`config.mk`:
```
export PLATFORM = sky130hd
export DESIGN_NAME = dm_arbiter_flat
export DESIGN_NICKNAME = d
export VERILOG_FILES = /design/src/rtl/dm_arbiter_pkg.sv /design/src/rtl/dm_arbiter_if.sv /design/src/rtl/dm_rdata_reg.sv /design/src/rtl/dm_arbiter.sv /design/src/flat_wrapper.sv
export SDC_FILE = /design/constraint.sdc
export NUM_CORES = 1
export LEC_CHECK = 0
export CORE_MARGIN = 8
export CORE_UTILIZATION = 31
export DETAILED_ROUTE_END_ITERATION = 7
export PLACE_DENSITY_LB_ADDON = 0.2
export SYNTH_ARGS = -nofsm -noshare
export SYNTH_HDL_FRONTEND = slang
export SYNTH_HIERARCHICAL = 1
export SYNTH_SLANG_ARGS = --single-unit
```
`constraint.sdc`:
```
create_clock -name Clk -period 2 [get_ports Clk]
set_input_delay 0.3 -clock Clk [delete_from_list [all_inputs] [get_ports Clk]]
set_output_delay 0.3 -clock Clk [all_outputs]
set_load 0.02 [all_outputs]
```
`src/rtl/dm_arbiter_pkg.sv`:
```
// -----------------------------------------------------------------------------
// dm_arbiter_pkg
// Shared definitions for the data-memory arbiter slice: default bus widths,
// starvation defaults and the read/write opcode encoding of the We signal.
// -----------------------------------------------------------------------------
package dm_arbiter_pkg;

    localparam int AW_DEF           = 16;   // byte address width
    localparam int DW_DEF           = 16;   // data width
    localparam int STARVE_LIMIT_DEF = 4;    // A grants allowed while B waits
    localparam int CW_DEF           = 4;    // starvation counter width

    // Encoding of a requester's We line
    localparam logic OP_RD = 1'b0;
    localparam logic OP_WR = 1'b1;

    // Saturating increment for the starvation counter (width fixed by CW_DEF
    // callers pass a value already sized to their counter; this helper works
    // on the widest legal counter and is sliced by the caller).
    function automatic logic [15:0] sat_inc(input logic [15:0] value,
                                            input logic [15:0] max_value);
        sat_inc = (value >= max_value) ? max_value : value + 16'd1;
    endfunction

endpackage

```
`src/rtl/dm_arbiter_if.sv`:
```
// -----------------------------------------------------------------------------
// dm_arbiter_if
// One requester's connection to the arbiter.
//   Req/We/Addr/WData : request, held stable by the requester until Gnt is
//                       sampled high at a rising edge
//   Gnt               : combinational grant for the current cycle
//   RValid/RData      : registered read return, RValid high for one cycle
// Modports: master = requester side, slave = arbiter side.
// -----------------------------------------------------------------------------
interface dm_arbiter_if
    import dm_arbiter_pkg::*;
#(
    parameter int AW = AW_DEF,
    parameter int DW = DW_DEF
);
    logic          Req;
    logic          We;
    logic [AW-1:0] Addr;
    logic [DW-1:0] WData;
    logic          Gnt;
    logic          RValid;
    logic [DW-1:0] RData;

    modport master (
        output Req, We, Addr, WData,
        input  Gnt, RValid, RData
    );

    modport slave (
        input  Req, We, Addr, WData,
        output Gnt, RValid, RData
    );
endinterface

```
`src/rtl/dm_rdata_reg.sv`:
```
// -----------------------------------------------------------------------------
// dm_rdata_reg
// Per-port read-return register. Captures the memory's combinational read data
// on the edge that completes a granted read and flags it valid for exactly the
// following cycle. The data itself holds until the next captured read.
//   Clk, Rst  : clock, synchronous active-high reset
//   cap       : a read for this port is granted this cycle
//   mem_rdata : combinational read data from the memory
//   rvalid    : read data valid (registered)
//   rdata     : read data (registered)
// -----------------------------------------------------------------------------
module dm_rdata_reg
    import dm_arbiter_pkg::*;
#(
    parameter int DW = DW_DEF
) (
    input  logic          Clk,
    input  logic          Rst,
    input  logic          cap,
    input  logic [DW-1:0] mem_rdata,
    output logic          rvalid,
    output logic [DW-1:0] rdata
);

    logic          rvalid_reg;
    logic [DW-1:0] rdata_reg;

    always_ff @(posedge Clk) begin
        if (Rst) begin
            rvalid_reg <= 1'b0;
            rdata_reg  <= '0;
        end else begin
            rvalid_reg <= cap;
            if (cap) begin
                rdata_reg <= mem_rdata;
            end
        end
    end

    assign rvalid = rvalid_reg;
    assign rdata  = rdata_reg;

endmodule

```
`src/rtl/dm_arbiter.sv`:
```
// -----------------------------------------------------------------------------
// dm_arbiter
// Shares a single-port data memory between port A (CPU load/store, fixed
// priority) and port B (boot loader / debug DMA). One transaction is granted
// per cycle; a starvation counter forces a B grant after STARVE_LIMIT
// consecutive A grants while B waits.
//   Clk, Rst          : clock, synchronous active-high reset
//   a_bus, b_bus      : requester connections (dm_arbiter_if.slave)
//   MemAddr/MemWData  : address / write data to memory (0 when idle)
//   MemRead/MemWrite  : memory strobes for the granted transaction
//   MemRData          : combinational read data from memory
// -----------------------------------------------------------------------------
module dm_arbiter
    import dm_arbiter_pkg::*;
#(
    parameter int AW           = AW_DEF,
    parameter int DW           = DW_DEF,
    parameter int STARVE_LIMIT = STARVE_LIMIT_DEF,
    parameter int CW           = CW_DEF
) (
    input  logic          Clk,
    input  logic          Rst,
    dm_arbiter_if.slave   a_bus,
    dm_arbiter_if.slave   b_bus,
    output logic [AW-1:0] MemAddr,
    output logic [DW-1:0] MemWData,
    output logic          MemRead,
    output logic          MemWrite,
    input  logic [DW-1:0] MemRData
);

    localparam logic [CW-1:0] LIMIT   = CW'(STARVE_LIMIT);
    localparam logic [CW-1:0] CNT_MAX = '1;

    logic          force_b;
    logic          a_gnt;
    logic          b_gnt;
    logic [CW-1:0] starve_cnt_reg;
    logic [CW-1:0] starve_cnt_next;

    // ---------------------------------------------------------------- grants
    // Gnt is suppressed during reset so no memory access or capture can be
    // started while the block is being cleared.
    always_comb begin
        force_b = b_bus.Req && (starve_cnt_reg >= LIMIT);
        b_gnt   = !Rst && b_bus.Req && (!a_bus.Req || force_b);
        a_gnt   = !Rst && a_bus.Req && !b_gnt;
    end

    assign a_bus.Gnt = a_gnt;
    assign b_bus.Gnt = b_gnt;

    // ---------------------------------------------------------- memory drive
    always_comb begin
        MemAddr  = '0;
        MemWData = '0;
        MemRead  = 1'b0;
        MemWrite = 1'b0;
        if (a_gnt) begin
            MemAddr  = a_bus.Addr;
            MemWData = a_bus.WData;
            MemRead  = (a_bus.We == OP_RD);
            MemWrite = (a_bus.We == OP_WR);
        end else if (b_gnt) begin
            MemAddr  = b_bus.Addr;
            MemWData = b_bus.WData;
            MemRead  = (b_bus.We == OP_RD);
            MemWrite = (b_bus.We == OP_WR);
        end
    end

    // ------------------------------------------------------ starvation count
    // Counts A grants taken while B is waiting. Any B grant, or B withdrawing
    // its request, restarts the count.
    always_comb begin
        starve_cnt_next = starve_cnt_reg;
        if (b_gnt || !b_bus.Req) begin
            starve_cnt_next = '0;
        end else if (a_gnt) begin
            starve_cnt_next = (starve_cnt_reg == CNT_MAX) ? CNT_MAX
                                                          : starve_cnt_reg + CW'(1);
        end
    end

    always_ff @(posedge Clk) begin
        if (Rst) begin
            starve_cnt_reg <= '0;
        end else begin
            starve_cnt_reg <= starve_cnt_next;
        end
    end

    // -------------------------------------------------- read return per port
    // Index 0 is port A, index 1 is port B.
    logic [1:0]    rd_cap;
    logic [1:0]    rvalid_v;
    logic [DW-1:0] rdata_v [2];

    assign rd_cap[0] = a_gnt && (a_bus.We == OP_RD);
    assign rd_cap[1] = b_gnt && (b_bus.We == OP_RD);

    generate
        for (genvar gi = 0; gi < 2; gi++) begin : g_rret
            dm_rdata_reg #(
                .DW (DW)
            ) u_rdata_reg (
                .Clk       (Clk),
                .Rst       (Rst),
                .cap       (rd_cap[gi]),
                .mem_rdata (MemRData),
                .rvalid    (rvalid_v[gi]),
                .rdata     (rdata_v[gi])
            );
        end
    endgenerate

    assign a_bus.RValid = rvalid_v[0];
    assign a_bus.RData  = rdata_v[0];
    assign b_bus.RValid = rvalid_v[1];
    assign b_bus.RData  = rdata_v[1];

endmodule

```
`src/flat_wrapper.sv`:
```
// flat-port wrapper written by rule: the top's interface ports become plain ports
module dm_arbiter_flat import dm_arbiter_pkg::*;
#(
    parameter int AW           = AW_DEF,
    parameter int DW           = DW_DEF,
    parameter int STARVE_LIMIT = STARVE_LIMIT_DEF,
    parameter int CW           = CW_DEF
)
  (Clk, Rst, MemAddr, MemWData, MemRead, MemWrite, MemRData, a_bus_Req, a_bus_We, a_bus_Addr, a_bus_WData, a_bus_Gnt, a_bus_RValid, a_bus_RData, b_bus_Req, b_bus_We, b_bus_Addr, b_bus_WData, b_bus_Gnt, b_bus_RValid, b_bus_RData);
  dm_arbiter_if #(.AW(AW), .DW(DW)) a_bus_i ();
  dm_arbiter_if #(.AW(AW), .DW(DW)) b_bus_i ();
  input  logic Clk;
  input  logic Rst;
  output logic [AW-1:0] MemAddr;
  output logic [DW-1:0] MemWData;
  output logic MemRead;
  output logic MemWrite;
  input  logic [DW-1:0] MemRData;
  input wire logic [$bits(a_bus_i.Req)-1:0] a_bus_Req;
  input wire logic [$bits(a_bus_i.We)-1:0] a_bus_We;
  input wire logic [$bits(a_bus_i.Addr)-1:0] a_bus_Addr;
  input wire logic [$bits(a_bus_i.WData)-1:0] a_bus_WData;
  output wire logic [$bits(a_bus_i.Gnt)-1:0] a_bus_Gnt;
  output wire logic [$bits(a_bus_i.RValid)-1:0] a_bus_RValid;
  output wire logic [$bits(a_bus_i.RData)-1:0] a_bus_RData;
  input wire logic [$bits(b_bus_i.Req)-1:0] b_bus_Req;
  input wire logic [$bits(b_bus_i.We)-1:0] b_bus_We;
  input wire logic [$bits(b_bus_i.Addr)-1:0] b_bus_Addr;
  input wire logic [$bits(b_bus_i.WData)-1:0] b_bus_WData;
  output wire logic [$bits(b_bus_i.Gnt)-1:0] b_bus_Gnt;
  output wire logic [$bits(b_bus_i.RValid)-1:0] b_bus_RValid;
  output wire logic [$bits(b_bus_i.RData)-1:0] b_bus_RData;
  assign a_bus_i.Req = a_bus_Req;
  assign a_bus_i.We = a_bus_We;
  assign a_bus_i.Addr = a_bus_Addr;
  assign a_bus_i.WData = a_bus_WData;
  assign a_bus_Gnt = a_bus_i.Gnt;
  assign a_bus_RValid = a_bus_i.RValid;
  assign a_bus_RData = a_bus_i.RData;
  assign b_bus_i.Req = b_bus_Req;
  assign b_bus_i.We = b_bus_We;
  assign b_bus_i.Addr = b_bus_Addr;
  assign b_bus_i.WData = b_bus_WData;
  assign b_bus_Gnt = b_bus_i.Gnt;
  assign b_bus_RValid = b_bus_i.RValid;
  assign b_bus_RData = b_bus_i.RData;
  dm_arbiter #(.AW(AW), .DW(DW), .STARVE_LIMIT(STARVE_LIMIT), .CW(CW)) u_core (.Clk(Clk), .Rst(Rst), .a_bus(a_bus_i), .b_bus(b_bus_i), .MemAddr(MemAddr), .MemWData(MemWData), .MemRead(MemRead), .MemWrite(MemWrite), .MemRData(MemRData));
endmodule
```
[Word level (Yosys, flattened, before mapping)]
Cells that the tools add are included.
Cells by class
  add/sub/neg operators: 1
  $lt $le $gt $ge: 1
  equal/unequal tests: 1
  mux-type cells: 9
  bitwise logic cells: 2
  reductions and logical operators: 14
Operators by type and width (count)
  $mux 16: 4
  $logic_and 1x1->1: 7
  $add 4x1->4 const B: 1
  $eq 4x4->1 const B: 1
  $ge 4x3->1 const B: 1
  $logic_not 1->1: 4
  $mux 1: 4
  $mux 4: 1
  $logic_or 1x1->1: 2
  $not 1->1: 2
  $reduce_or 2->1: 1
Word-level totals
  register bits: 38
  bits of input ports: 86
  output and inout bits: 70

[Logic depth before layout (Yosys ltp)]
  word-level depth: 7
  depth in mapped cells: 8

[Cells and area by module]
Netlist, hierarchy kept.
By module, submodules not included
  dm_rdata_reg: times used 2, cells each 54, area an instance 608.1 um^2, seq. area each 340.3 um^2
  dm_arbiter: times used 1, cells each 60, area an instance 558.0 um^2, seq. area each 80.1 um^2

[Worst setup path before layout]
No wires, ideal clock.
  path kind: input to register
  start point: in Rst
  end point: reg u_core.g_rret[1].u_rdata_reg.rdata_reg[10]
  setup time: 117 ps
  arrival: 1514 ps
  path slack: 369 ps
  cell stages on the path: 8
  path buffers: 3
  cell sequence: nand2b_1 > a21oi_4 > buf_4 > and2_1 > buf_6 > buf_12 > mux2i_1 > nor2_1
Between the ends
  word-level cells in the longest chain between the ends: 4
Ends and longest elaborated chain
  start: declaration: RTL line flat_wrapper.sv:13  | input logic Rst;
  $logic_not 1->1: RTL line dm_arbiter.sv:46  | b_gnt = !Rst && b_bus.Req && (!a_bus.Req || force_b);
  $logic_and 1x1->1 (2 in a row): RTL line dm_arbiter.sv:46
  named net b_bus_Gnt: RTL line flat_wrapper.sv:30  | output wire logic [$bits(b_bus_i.Gnt)-1:0] b_bus_Gnt;
  $logic_and 1x1->1: RTL line dm_arbiter.sv:100  | assign rd_cap[1] = b_gnt && (b_bus.We == OP_RD);
  named net u_core.rd_cap[1]: RTL line dm_arbiter.sv:95  | logic [1:0] rd_cap;
  end signal: assignment: RTL line dm_rdata_reg.sv:35  | rdata_reg <= mem_rdata;
  end: declaration: RTL line dm_rdata_reg.sv:26  | logic [DW-1:0] rdata_reg;
The timed path passes the listed nets, and every way through them passes these cells.
A chain may end at the register's enable or synchronous reset.

[Final worst setup path]
  start point: in b_bus_Req
  end point: out MemAddr[7]
Between the ends
  word-level cells in the longest chain between the ends: 6
  elaborated cells between the ends (all ways): 8
Ends and longest elaborated chain
  start: declaration: RTL line flat_wrapper.sv:26  | input wire logic [$bits(b_bus_i.Req)-1:0] b_bus_Req;
  $logic_and 1x1->1: RTL line dm_arbiter.sv:45  | force_b = b_bus.Req && (starve_cnt_reg >= LIMIT);
  $logic_or 1x1->1: RTL line dm_arbiter.sv:46
  $logic_and 1x1->1 (*): RTL line dm_arbiter.sv:46
  $logic_not 1->1: RTL line dm_arbiter.sv:47  | a_gnt = !Rst && a_bus.Req && !b_gnt;
  $logic_and 1x1->1: RTL line dm_arbiter.sv:47
  $mux 16 (*): RTL line dm_arbiter.sv:59  | if (a_gnt) begin
  end: declaration: RTL line flat_wrapper.sv:14  | output logic [AW-1:0] MemAddr;
Every way passes the cells marked *; elsewhere a longest branch is shown, timed or not.

==> impl_metrics.yaml <==
cells_and_area:
  drive_gt1_frac: 0.169
  largest_register_ffs: 32
  fin_cells: 398
  area_growth_pct: 87.5
  num_antenna_cells: 0
  fin_nets: 412
hold_path:
  holdPathEnd: "u_core/starve_cnt_reg[0]$_SDFFE_PP0P_"
  hold_start: "u_core/starve_cnt_reg[0]$_SDFFE_PP0P_"
  hp-class: "flop to flop"
  whs_path_depth: 1
die:
  io_pins: 156
  dieArea_um2: 8400
  core_um2: 5510
  die_w_um: 91.7
  start_util: 0.322
  rows: 27
  fp.dieH_um: 91.7
timing:
  min_period_ns: 1.93
  rsz0062_at_grt: "false"
  setup_tns_ns: 0
  maxSlewViolCount: 0
  fin_crit_sh: 0.965
  hold_viol: 0
  timing.fmax_mhz: 518
  skew_ns: 0.0114
  fin_hold_ws_ns: 0.424
  setup-violations-final: 0
  setup_ws_ns: 0.0695
global_route:
  use_met1: 0.195
  grt_overflow: 0
  met2_usage: 0.276
  grt_max_degree: 35
  grt_pass1_wl_um: 11000
  grtUsageTotal: 0.163
  antenna_found_initial: 0
  grt.busiest_layer: "met2"
  grt_pass1_vias: 1845
  grt_use_met3: 0.0636
worst_setup_path:
  crit_slowest_cell: "clkdlybuf4s50_1"
  r2r_end: "u_core/g_rret[1].u_rdata_reg/rdata[7]$_SDFFE_PP0P_"
  required_ns: 1.70
  r2r_start: "u_core/starve_cnt_reg[3]$_SDFFE_PP0P_"
  critPathMaxFanout: 21
  crit_path_end_kind: "output port"
  crit_path_max_incr_delay_ns: 0.51
  rr_worst_depth: 7
  cp.arrival_ns: 1.63
  path_class: "primary input to output port"
  crit_chain: "clkdlybuf4s50_1 -> o21ai_1 -> and2_4 -> buf_12 -> a22o_1 -> buf_2"
  start_kind: "primary input"
  ff2ff_setup_slack_ns: 0.50
  cp.buffers_inverters: 3
  crit_family: "buffers and inverters"
clocking:
  cts_tree: "built"
  cts.sinks: 38
  cts_buffers: 5
  cts_resized: 137
  htreeDepth: 2
  cts_buffer_depth: 2
  root_buffer: "clkbuf_8"
  postCtsSetupBuffers: 0
  path_clk_slew_ns: 0.06
  hold_buffers: 0
  insertion_delay_ns: 0.28
detailed_routing:
  vias_per_cell: 4.58
  drt-total-wl_um: 7100
  antenna_left: 0
  via_count: 1822
  drcViolationCount: 0
  drtPass1Iterations: 4
  drt-wirelength-per-cell_um: 17.8
  drt_iter0_markers: 74
power:
  leakagePower_nw: 1.38
  p_per_area_nw_per_um2: 552
  finalPower_w: 0.00184
  vdd.ir_drop.worst_mv: 0.505
yosys:
  synth_common_cells: "dfxtp_1 (38), a22o_1 (33), nor2_1 (33), mux2i_1 (32), buf_6 (6)"
  async_flop_share: 0
  ys_top_cells_by_area: "dfxtp_1 (43%), mux2i_1 (18%), a22o_1 (16%), nor2_1 (7.0%), buf_6 (3.8%)"
  ys_seq_area_frac: 0.429
  ys_warn_count: 6
  synth_cells: 168
  syn_nets: 255
  synth_top_area_frac: 0.429
  synth_flop_cell: "dfxtp_1"
  synth_enable_flop_cells: 0
  yosysTopAreaCell: "dfxtp_1"
  syn_area_um2: 1770
  ys_ff_latch: 38
  ys_types: 21
  yosysMostFrequentCell: "dfxtp_1"
  synth_area_per_cell_um2: 10.6
placed_design:
  place_inst: 390
  port_buffers: 155
  place_ws_ns: -0.389
  place_hpwl_um: 5770
  gp_congestion: 0.830
run_status:
  status: "finished, final reports clean"
flow_run:
  maxCapViolations: 0
## through the flow
step	utilization	instance area, µm²
2_1_floorplan	-	1770
3_3_place_gp	0.616	3390
3_5_place_dp	0.616	3390
4_1_cts	0.603	3320
5_1_grt	0.604	3330
6_report	0.604	3330
## cells in the final DEF (no fill, tap or decap), types with 3 or more instances in the layout
master           instances
buf_12                   4
buf_2                   33
and2_1                   3
dfxtp_1                 38
mux2i_1                 32
clkdlybuf4s50_1        118
nor2b_1                  3
buf_4                    5
clkbuf_8                 6
a22o_1                  33
nor2_1                  33
## logic make-up (layout without fill, tap and decap cells)
logic type,Yosys count,count (layout),share of synthesized area
AND/OR/NAND/NOR,44,44,0.116
flip-flops,38,38,0.429
AO/OA/AOI/OAI,36,36,0.179
multiplexers,32,32,0.181
buffers and inverters,16,174,0.0867
adder cells (fa/ha/maj),1,1,0.00705
other,1,1,0.00211
## worst max path at each step
stage | from | endpoint | slack (ns) | depth (start not counted)
finish | b_bus_Req | MemAddr[7] | 0.07 | 6
global route | b_bus_Req | MemAddr[7] | 0.01 | 6
CTS | Rst | a_bus_Gnt | 0.03 | 6
detailed placement | Rst | MemAddr[2] | -0.39 | 7
global placement | Rst | MemAddr[7] | -0.38 | 7
floorplan | Rst | u_core/g_rret[1].u_rdata_reg/rdata[10]$_SDFFE_PP0P_ | 0.37 | 8
## where the power goes
part,total (W),internal [W],switching [W]
registers,0.000788,0.000778,0.0000103
logic,0.000515,0.000293,0.000222
clock network,0.000533,0.000277,0.000256
total,0.00184,0.00135,0.000488
## metal layers
layer | vias up | share of wire
met5 | - | 0
met4 | 0 | 0.0044
met3 | 4 | 0.089
met2 | 93 | 0.47
met1 | 816 | 0.44
li1 | 909 | -
## layout make-up
| class | instances | area (µm²) |
|---|---|---|
| clock inverter | 2 | 12.5 |
| clock buffer | 6 | 82.6 |
| multi-input combinational | 114 | 860 |
| sequential | 38 | 761 |
| timing repair buffer | 165 | 1520 |
| tap | 72 | 90.1 |
| inverter | 1 | 3.75 |
| fill | 472 | 2180 |
Note: power is estimated with default switching activity, not from simulation.
